## config.mk

```make
export PLATFORM = sky130hd
export DESIGN_NAME = pulse_handshake_src
export DESIGN_NICKNAME = d
export VERILOG_FILES = /design/src/rtl/pulse_handshake_src.sv
export SDC_FILE = /design/constraint.sdc
export NUM_CORES = 1
export LEC_CHECK = 0
export CORE_AREA = 2 2 39 41
export DETAILED_ROUTE_END_ITERATION = 8
export DIE_AREA = 0 0 41 43
export PLACE_DENSITY = 0.67
export RECOVER_POWER = 100
export SYNTH_ARGS = -nofsm -noshare
export SYNTH_HDL_FRONTEND = slang
export SYNTH_SLANG_ARGS = --single-unit
export TNS_END_PERCENT = 10
```

## constraint.sdc

```tcl
create_clock -name clka -period 2.1 [get_ports clka]
set_input_delay 0.42 -clock clka [delete_from_list [all_inputs] [get_ports clka]]
set_output_delay 0.42 -clock clka [all_outputs]
set_load 0.03 [all_outputs]
```

## src/rtl/pulse_handshake_src.sv

```systemverilog
// Source-domain end of a four-phase req/ack pulse transfer with a pending-pulse counter.
// Optional handshake timeout: define PULSE_HANDSHAKE_SRC_TIMEOUT_EN.
module pulse_handshake_src #(
  parameter int CNT_W       = 4,
  parameter int SYNC_STAGES = 2,
  parameter int TO_W        = 8
) (
  input  logic             clka,
  input  logic             rst,
  input  logic             sig_a,
  input  logic             ack_b,
  output logic             req_a,
  output logic             busy,
  output logic [CNT_W-1:0] pend_cnt,
  output logic             drop,
  output logic             err
);

  typedef enum logic [1:0] {IDLE, REQ, REL} state_t;

  localparam logic [CNT_W-1:0] PEND_MAX = '1;

  if (SYNC_STAGES < 2) begin : g_bad_sync
    $error("SYNC_STAGES must be at least 2");
  end
  if (TO_W < 1) begin : g_bad_to
    $error("TO_W must be at least 1");
  end

  state_t                 state_q, state_d;
  logic [SYNC_STAGES-1:0] sync_q;
  logic [CNT_W-1:0]       pend_q, pend_d;
  logic                   req_q, drop_q;
  logic                   ack_s, launch, accept, full, timeout;

  always_comb begin
    ack_s  = sync_q[SYNC_STAGES-1];
    full   = (pend_q == PEND_MAX);
    launch = (state_q == IDLE) && (sig_a || (pend_q != '0));
    // A launch frees a slot in the same cycle, so a pulse on a full counter survives it.
    accept = sig_a && (!full || launch);

    pend_d = pend_q;
    if (accept && !launch)      pend_d = pend_q + 1'b1;
    else if (!accept && launch) pend_d = pend_q - 1'b1;

    state_d = state_q;
    case (state_q)
      IDLE:    if (launch) state_d = REQ;
      REQ:     if (ack_s)  state_d = REL;
      REL:     if (!ack_s) state_d = IDLE;
      default: state_d = IDLE;
    endcase
    if (timeout) state_d = IDLE;
  end

  always_ff @(posedge clka) begin
    if (rst) begin
      state_q <= IDLE;
      sync_q  <= '0;
      pend_q  <= '0;
      req_q   <= 1'b0;
      drop_q  <= 1'b0;
    end else begin
      state_q <= state_d;
      sync_q  <= {sync_q[SYNC_STAGES-2:0], ack_b};
      pend_q  <= pend_d;
      req_q   <= (state_d == REQ);
      drop_q  <= sig_a && !accept;
    end
  end

`ifdef PULSE_HANDSHAKE_SRC_TIMEOUT_EN
  logic [TO_W-1:0] to_q;
  logic            err_q;

  assign timeout = (state_q != IDLE) && (to_q == '1);

  always_ff @(posedge clka) begin
    if (rst) begin
      to_q  <= '0;
      err_q <= 1'b0;
    end else begin
      if (state_d != state_q)  to_q <= '0;
      else if (state_q != IDLE) to_q <= to_q + 1'b1;
      if (timeout) err_q <= 1'b1;
    end
  end

  assign err = err_q;
`else
  assign timeout = 1'b0;
  assign err     = 1'b0;
`endif

  assign req_a    = req_q;
  assign busy     = (state_q != IDLE) || (pend_q != '0);
  assign pend_cnt = pend_q;
  assign drop     = drop_q;

endmodule

```

# Yosys cells after proc, flatten, opt, wreduce, memory -nomap -nowiden
# Cells that the tools add are included.
# totals
elab_cells	32
reg_bits	10
in_bits	4
out_inout_bits	8
# op_classes
n_eq_ne	4
mux	6
addsub	2
reduce_logical	15
# op_table
cell	n
$mux W4	2
$mux W2	3
$pmux W2 S3	1
$logic_and A1 B1 Y1	5
$add A4 B1 Y4 const B	1
$eq A2 B1 Y1 const B	2
$eq A4 B4 Y1 const B	1
$reduce_bool A2 Y1	2
$reduce_bool A4 Y1	1
$sub A4 B1 Y4 const B	1
$logic_not A1 Y1	3
$logic_or A1 B1 Y1	3
$eq A2 B2 Y1 const B	1
$logic_not A2 Y1	1

# Logic depth before layout (Yosys ltp)
# Gate-level depths: netlist of run 1.
# logic_depth
word_depth	9
mapped_depth	10
depth_no_buf	10

# Worst setup path before layout of run 1
# Ideal clock, no wire load.
# synth_timing
kind	register to register
start	register pend_q[0], in the netlist pend_cnt[0]
end	register pend_q[3], in the netlist pend_cnt[3]
setup_ns	0.123
period_less_slack_ns	2.425
n_path_buf	0
required_time_ns	1.977
path_stages_with_launch	11
setup_slack_ns	-0.325
arrival_ns	2.301
cell_sequence	dfxtp_1 nor4_1 nand2b_1 nand2_1 ha_1 inv_1 ha_1 a21oi_1 a211oi_2 a31oi_1 mux2_1
# synth_via
elab_chain_len	8
word_cells_on_any_way	16
cone_classes	2 x add/sub; 1 x eq/ne; 2 x mux; 11 x reduce/logical
# synth_lines
item	line_no	rtl
start: declaration	32	logic [CNT_W-1:0] pend_q, pend_d;
start signal: assignment	67	pend_q <= pend_d;
branches (longest 8 deep; another with $sub A4 B1 Y4)	--	
# Parallel ways; which one is timed is not known. The select of a mux whose other input is x is not followed.
# A chain may end at the register's enable or synchronous reset.

# Final worst setup path of run 1
# layout_timing
start	register pend_q[3], in the netlist pend_cnt[3]
end	register pend_q[3], in the netlist pend_cnt[3]
# The elaborated chain is that of the path after synthesis.

==> results of run 1 <==
[worst max-delay path: stages (launching register included)]
cell and delay, ns:
dfxtp_4 0.36, nor4_4 0.34, nand2b_4 0.09, nand2_4 0.07, ha_4 0.14, inv_4 0.05
ha_4 0.30, nand3_4 0.08, a211oi_2 0.27, a31oi_2 0.07, mux2_4 0.30
[final timing paths]
check	startpoint	endpoint	slack, ns	cells after the start
worst min register to register	sync_q[0]	sync_q[1]	0.45	1
worst max-delay path	pend_cnt[3]	pend_cnt[3]	-0.07	10
worst min-delay path	sync_q[0]	sync_q[1]	0.45	1
worst max register to register	pend_cnt[3]	pend_cnt[3]	-0.07	10
[flip-flops by register name (all words and copies together) (netlist names)]
register and cells:
drop 1, pend_cnt 4, req_a 1, state_q 2, sync_q 2
[cell families after synthesis]
| family | after synthesis | share of synthesized area, % |
|---|---|---|
| mux | 2 | 4.29 |
| compound gates | 7 | 11.1 |
| fa+ha+maj | 4 | 11.6 |
| flops | 10 | 40.4 |
| simple gates | 19 | 19.4 |
| xor+xnor | 3 | 5.30 |
| buf+inv | 4 | 7.07 |
| other cells | 1 | 0.757 |
[power by group through the flow]
stage	registers (W)	clock network (W)	logic, W
finish	0.000281	0.000136	0.000738
global route	0.000287	0.000152	0.000797
CTS	0.000280	0.000144	0.000630
detailed placement	0.000284	0	0.000576
global placement	0.000283	0	0.000575
floorplan	0.000367	0	0.000300
[cells in the final DEF (no fill, tap or decap), types with 2 or more instances in the layout]
cell,count
clkdlybuf4s50_1,7
nor2b_1,3
clkbuf_4,3
ha_4,3
nor2_1,7
dfxtp_1,6
dfxtp_4,4
buf_4,14
xnor2_1,2
[cell type report]
class                   instances  area share [%]
clock buffers                   4            3.13
well taps                      16            2.39
inverters                       1           0.746
flip-flops and latches         10            25.7
multi-input cells              36            43.4
repair buffers                 24            24.6
[metrics by stage]
stage | TNS, ns | std cells | util [%] | setup WS [ns] | total power, W
after floorplan | 0 | 50 | - | 0.00843 | 0.000667
after global placement | -0.800 | 84 | 51.5 | -0.380 | 0.000858
after detailed placement | -0.838 | 84 | 51.5 | -0.400 | 0.000860
after CTS | -0.102 | 89 | 55.2 | -0.0887 | 0.00105
after global routing | -0.243 | 91 | 60.6 | -0.163 | 0.00124
final | -0.0682 | 91 | 60.6 | -0.0682 | 0.00115
[what timing repair did]
action,in CTS,in global routing
gates resized for setup,4,11
buffers inserted,1,2
hold endpoints to repair,0,0
pin swaps,4,6
setup endpoints to repair,1,2
[synth_stat cells]
cell / n
nor2b_1: 3
nor4b_1: 1
inv_1: 1
nand4_1: 1
a2111oi_1: 1
xnor2_1: 2
ha_1: 3
xor2_1: 1
a21oi_1: 2
o21a_1: 1
buf_4: 1
dfxtp_1: 10
nor4_1: 1
nand2_1: 2
nand2b_1: 1
a31oi_1: 1
buf_12: 1
nor3b_1: 1
nand3_1: 1
clkbuf_1: 1
a2111oi_0: 1
conb_1: 1
a211oi_2: 1
mux2i_1: 1
fa_1: 1
mux2_1: 1
nor2_1: 8
[metal layers]
metal / share of wire, % / up-vias / GRT usage, % / routed length, um
met3: 3.0 / 2 / 4.19 / 34
met1: 40 / 212 / 18.5 / 452
li1: - / 220 / - / -
met4: 1.3 / 0 / 14.0 / 15
met5: 0 / - / 0 / 0
met2: 55 / 6 / 22.5 / 624
==> results.py, run 1 <==
metrics = {
    "route": {
        "vias": 440,
        "ant_nets": 0,
        "first_iter_violations": 6,
        "vias_per_cell": 4.84,
        "wl_per_cell_um": 12.4,
        "routed_wl_um": 1130,
        "first_pass_iters": 2,
        "drc": 0,
    },
    "finish": {
        "fill_cells": 123,
        "nets": 84,
        "area_growth_pct": 69.2,
        "final_area_um2": 838,
        "n_antenna_cell": 0,
        "ff_latch_area_um2": 215,
        "drive_gt1_share_pct": 45.3,
        "multi_input_area_um2": 364,
    },
    "placement": {
        "portBuffers": 10,
        "gp_congestion": 0.656,
        "place_area_um2": 713,
        "hpwl_um": 749,
    },
    "clocking": {
        "clockRootBuffer": "clkbuf_4",
        "postCtsHoldBufs": 0,
        "cts.path.max_buffers": 2,
        "htreeDepth": 1,
        "cts_tree": "done",
        "cts_buffers": 3,
        "clk_pin_slew_ns": 0.06,
        "cts.sinks": 10,
        "worst_skew_pair.late_latency_ns": 0.26,
    },
    "power": {
        "p_comb_share_pct": 63.9,
        "p_clk_share_pct": 11.7,
        "p_per_area_mw_per_mm2": 1380,
        "power_leakage_nw": 0.334,
        "swShare_pct": 39.0,
        "netSwitchingPower_w": 0.000450,
        "power_frac_seq_pct": 24.3,
        "intPower_w": 0.000704,
        "vdd_drop_max_uv": 563,
    },
    "setup_path": {
        "crit_type": "flop to flop",
        "cp.arrival_ns": 2.31,
        "cp_max_fo": 3,
        "cp-end-kind": "flop",
        "cp-start-kind": "flop",
        "cp.required_ns": 2.25,
    },
    "grt": {
        "grt.overflow.total": 0,
        "grt_pass1_vias": 438,
        "grt_use_total_pct": 15.9,
        "grt_pass1_wl_um": 1800,
        "antenna_found_initial": 0,
        "grt_max_degree": 12,
    },
    "timing": {
        "finalHoldViolCount": 0,
        "finalCritPeriodShare_pct": 103,
        "skew_ns": 0.00209,
        "fin_hold_ws_ns": 0.446,
        "drv_slew": 0,
        "setup_viol": 1,
        "setup_slack_ns": -0.0682,
        "clock.fmax_mhz": 461,
        "finalCriticalPeriod_ns": 2.17,
        "rsz0062_at_grt": "true",
    },
    "floorplanning": {
        "rows": 14,
        "core_mm2": 0.00138,
        "pin_count": 12,
        "start_util_pct": 35.8,
        "die_y_um": 43,
        "dieArea_mm2": 0.00176,
        "die_x_um": 41,
    },
    "synthesis": {
        "synth_nets": 58,
        "ys_ff_latch": 10,
        "synth.area.top_cells": "dfxtp_1 40%, ha_1 7.6%, nor2_1 6.1%",
        "avgSynthCellArea_um2": 9.91,
        "synth_top_area_share_pct": 40.4,
        "synth_cell_types": 27,
        "syn_inst": 50,
        "synth_area_leader_cell": "dfxtp_1",
        "ys_seq_area_share_pct": 40.4,
        "synth_area_um2": 495,
        "yosysWarnings": 0,
    },
    "status": {
        "status": "complete, but fails checks",
        "violations": "setup timing",
    },
    "hold_path": {
        "hp-class": "flop to flop",
    },
    "flow_run": {
        "drv_cap": 0,
    },
}
Power figures use the tool's default switching activity.
==> run 2, diff against run 1 <==
==> constraint.sdc (replaced) <==
create_clock -name clka -period 1.8 [get_ports clka]
set_input_delay 0.36 -clock clka [delete_from_list [all_inputs] [get_ports clka]]
set_output_delay 0.36 -clock clka [all_outputs]
set_load 0.03 [all_outputs]
==> run 2 against run 1 <==
Non-clock buffer count grew 13; sequential power grew 16%; the run still ends with setup timing left; critical endpoint unchanged; die area is the same; critical path depth is the same; maximum frequency shrank 4.2%; worst hold slack gained 0.0069 ns; routed wire length grew 22%; sequential share of layout area shrank 0.85 points.
==> results.py, run 2 (synthesized netlist as in run 1, its figures left out) <==
metrics = {
    "status": {
        "status": "complete, but fails checks",
        "violations": "setup timing",
    },
    "setup_path": {
        "r2r-end": "pend_cnt[3]",
        "reg2regPathDepth": 10,
        "timing.rr.start": "pend_cnt[3]",
        "r2r_slack_ns": -0.46,
        "cp-end-kind": "flop",
        "cp_max_fo": 3,
        "cp-start-kind": "flop",
        "crit_start": "pend_cnt[3]",
        "cp.required_ns": 1.96,
        "cp.arrival_ns": 2.42,
        "crit_type": "flop to flop",
    },
    "hold_path": {
        "hold_start": "sync_q[0]",
        "hold_end": "sync_q[1]",
        "hp-class": "flop to flop",
        "hold_depth": 1,
    },
    "timing": {
        "skew_ns": 0.00127,
        "finalCriticalPeriod_ns": 2.26,
        "setup_viol": 6,
        "clock.fmax_mhz": 442,
        "drv_slew": 0,
        "fin_hold_ws_ns": 0.453,
        "finalHoldViolCount": 0,
        "setup_slack_ns": -0.464,
        "rsz0062_at_grt": "true",
        "finalCritPeriodShare_pct": 126,
    },
    "finish": {
        "drive_gt1_share_pct": 50.0,
        "nets": 97,
        "stdcell_count": 104,
        "fill_cells": 118,
        "ff_latch_area_um2": 215,
        "layout_commonest_cell": "buf_4",
        "area_growth_pct": 75.0,
        "multi_input_area_um2": 318,
        "largest_reg_flops": 4,
        "n_antenna_cell": 0,
        "layout_common_cells": "27 x buf_4, 7 x nor2_1, 6 x dfxtp_1",
    },
    "power": {
        "p_per_area_mw_per_mm2": 1590,
        "power_leakage_nw": 0.372,
        "vdd_drop_max_uv": 932,
    },
    "floorplanning": {
        "die_y_um": 43,
        "rows": 14,
        "core_mm2": 0.00138,
        "start_util_pct": 35.8,
        "dieArea_mm2": 0.00176,
        "pin_count": 12,
        "die_x_um": 41,
    },
    "route": {
        "drc": 0,
        "vias": 498,
        "vias_per_cell": 4.79,
        "wl_per_cell_um": 13.2,
        "first_pass_iters": 2,
        "first_iter_violations": 3,
        "routed_wl_um": 1380,
        "ant_nets": 0,
    },
    "placement": {
        "gp_congestion": 0.742,
        "portBuffers": 10,
        "hpwl_um": 826,
        "numPlacedInstances": 88,
    },
    "clocking": {
        "cts_buffers": 3,
        "clockRootBuffer": "clkbuf_4",
        "htreeDepth": 1,
        "cts.sinks": 10,
        "worst_skew_pair.late_latency_ns": 0.27,
        "cts.path.max_buffers": 2,
        "cts_tree": "done",
        "clk_pin_slew_ns": 0.07,
    },
    "grt": {
        "grt_pass1_vias": 526,
        "grt_pass1_wl_um": 2240,
        "grt.overflow.total": 0,
        "grt_use_total_pct": 20.2,
        "antenna_found_initial": 0,
        "grt_max_degree": 10,
    },
    "flow_run": {
        "drv_cap": 0,
    },
}
## run 2: cell count changes in the layout (fill, tap and decap cells not counted), sizes merged
cell / before / now
clkinv: 0 / 1
dlygate4sd3: 1 / 2
clkbuf: 4 / 6
clkdlybuf4s50: 7 / 3
dlymetal6s2s: 1 / 0
clkdlybuf4s15: 0 / 1
buf: 14 / 27
## run 2: worst max path at each step
stage / to / slack, ns
final: pend_cnt[3] / -0.46
after detailed placement: pend_cnt[3] / -0.63
after global placement: pend_cnt[3] / -0.60
after global routing: pend_cnt[3] / -0.59
after floorplan: pend_cnt[3] / -0.28
after CTS: pend_cnt[3] / -0.38
## run 2: area by class of cell
type / instances / area share (%)
repair buffers: 37 / 32.8
well taps: 16 / 2.31
multi-input cells: 36 / 36.7
clock inverters: 1 / 0.433
inverters: 1 / 0.433
flip-flops and latches: 10 / 24.8
clock buffers: 3 / 2.60
## run 2: critical path, cell delays in order (launching register included)
cell and delay (ns):
dfxtp_4 0.36, nor4_4 0.35, nand2b_1 0.14, nand2_1 0.10, ha_2 0.19, inv_2 0.06, ha_2 0.32, nand3_2 0.08
a211oi_2 0.17, a31oi_1 0.06, mux2_1 0.30
## run 2: power breakdown
| group | internal [W] | switching (W) | total [W] |
|---|---|---|---|
| Sequential | 0.000284 | 0.0000426 | 0.000326 |
| Clock | 0.0000803 | 0.0000830 | 0.000163 |
| Combinational | 0.000473 | 0.000417 | 0.000890 |
| Total | 0.000837 | 0.000542 | 0.00138 |
## run 2: metrics by stage
step / worst slack [ns] / utilization (%) / setup TNS, ns / cell area (um2) / total power (W)
finish: -0.464 / 62.7 / -2.14 / 867 / 0.00138
detailed placement: -0.634 / 53.7 / -1.59 / 743 / 0.00104
floorplan: -0.285 / - / -0.354 / 542 / 0.000779
global placement: -0.600 / 53.7 / -1.45 / 743 / 0.00102
CTS: -0.376 / 62.7 / -1.22 / 868 / 0.00135
global route: -0.591 / 62.7 / -2.65 / 867 / 0.00147
## run 2: per-layer routing
metal	part of all wire (%)	vias up	GRT usage, %
met1	38	231	21.1
met3	2.6	6	4.71
met4	4.7	0	18.0
met2	54	11	31.3
li1	-	250	-
met5	0	-	0
## run 2: repair_timing
action,in CTS,in global routing
pin swaps,4,2
gates resized for setup,10,4
hold buffers,0,0
setup endpoints to repair,4,9
setup buffers,10,2
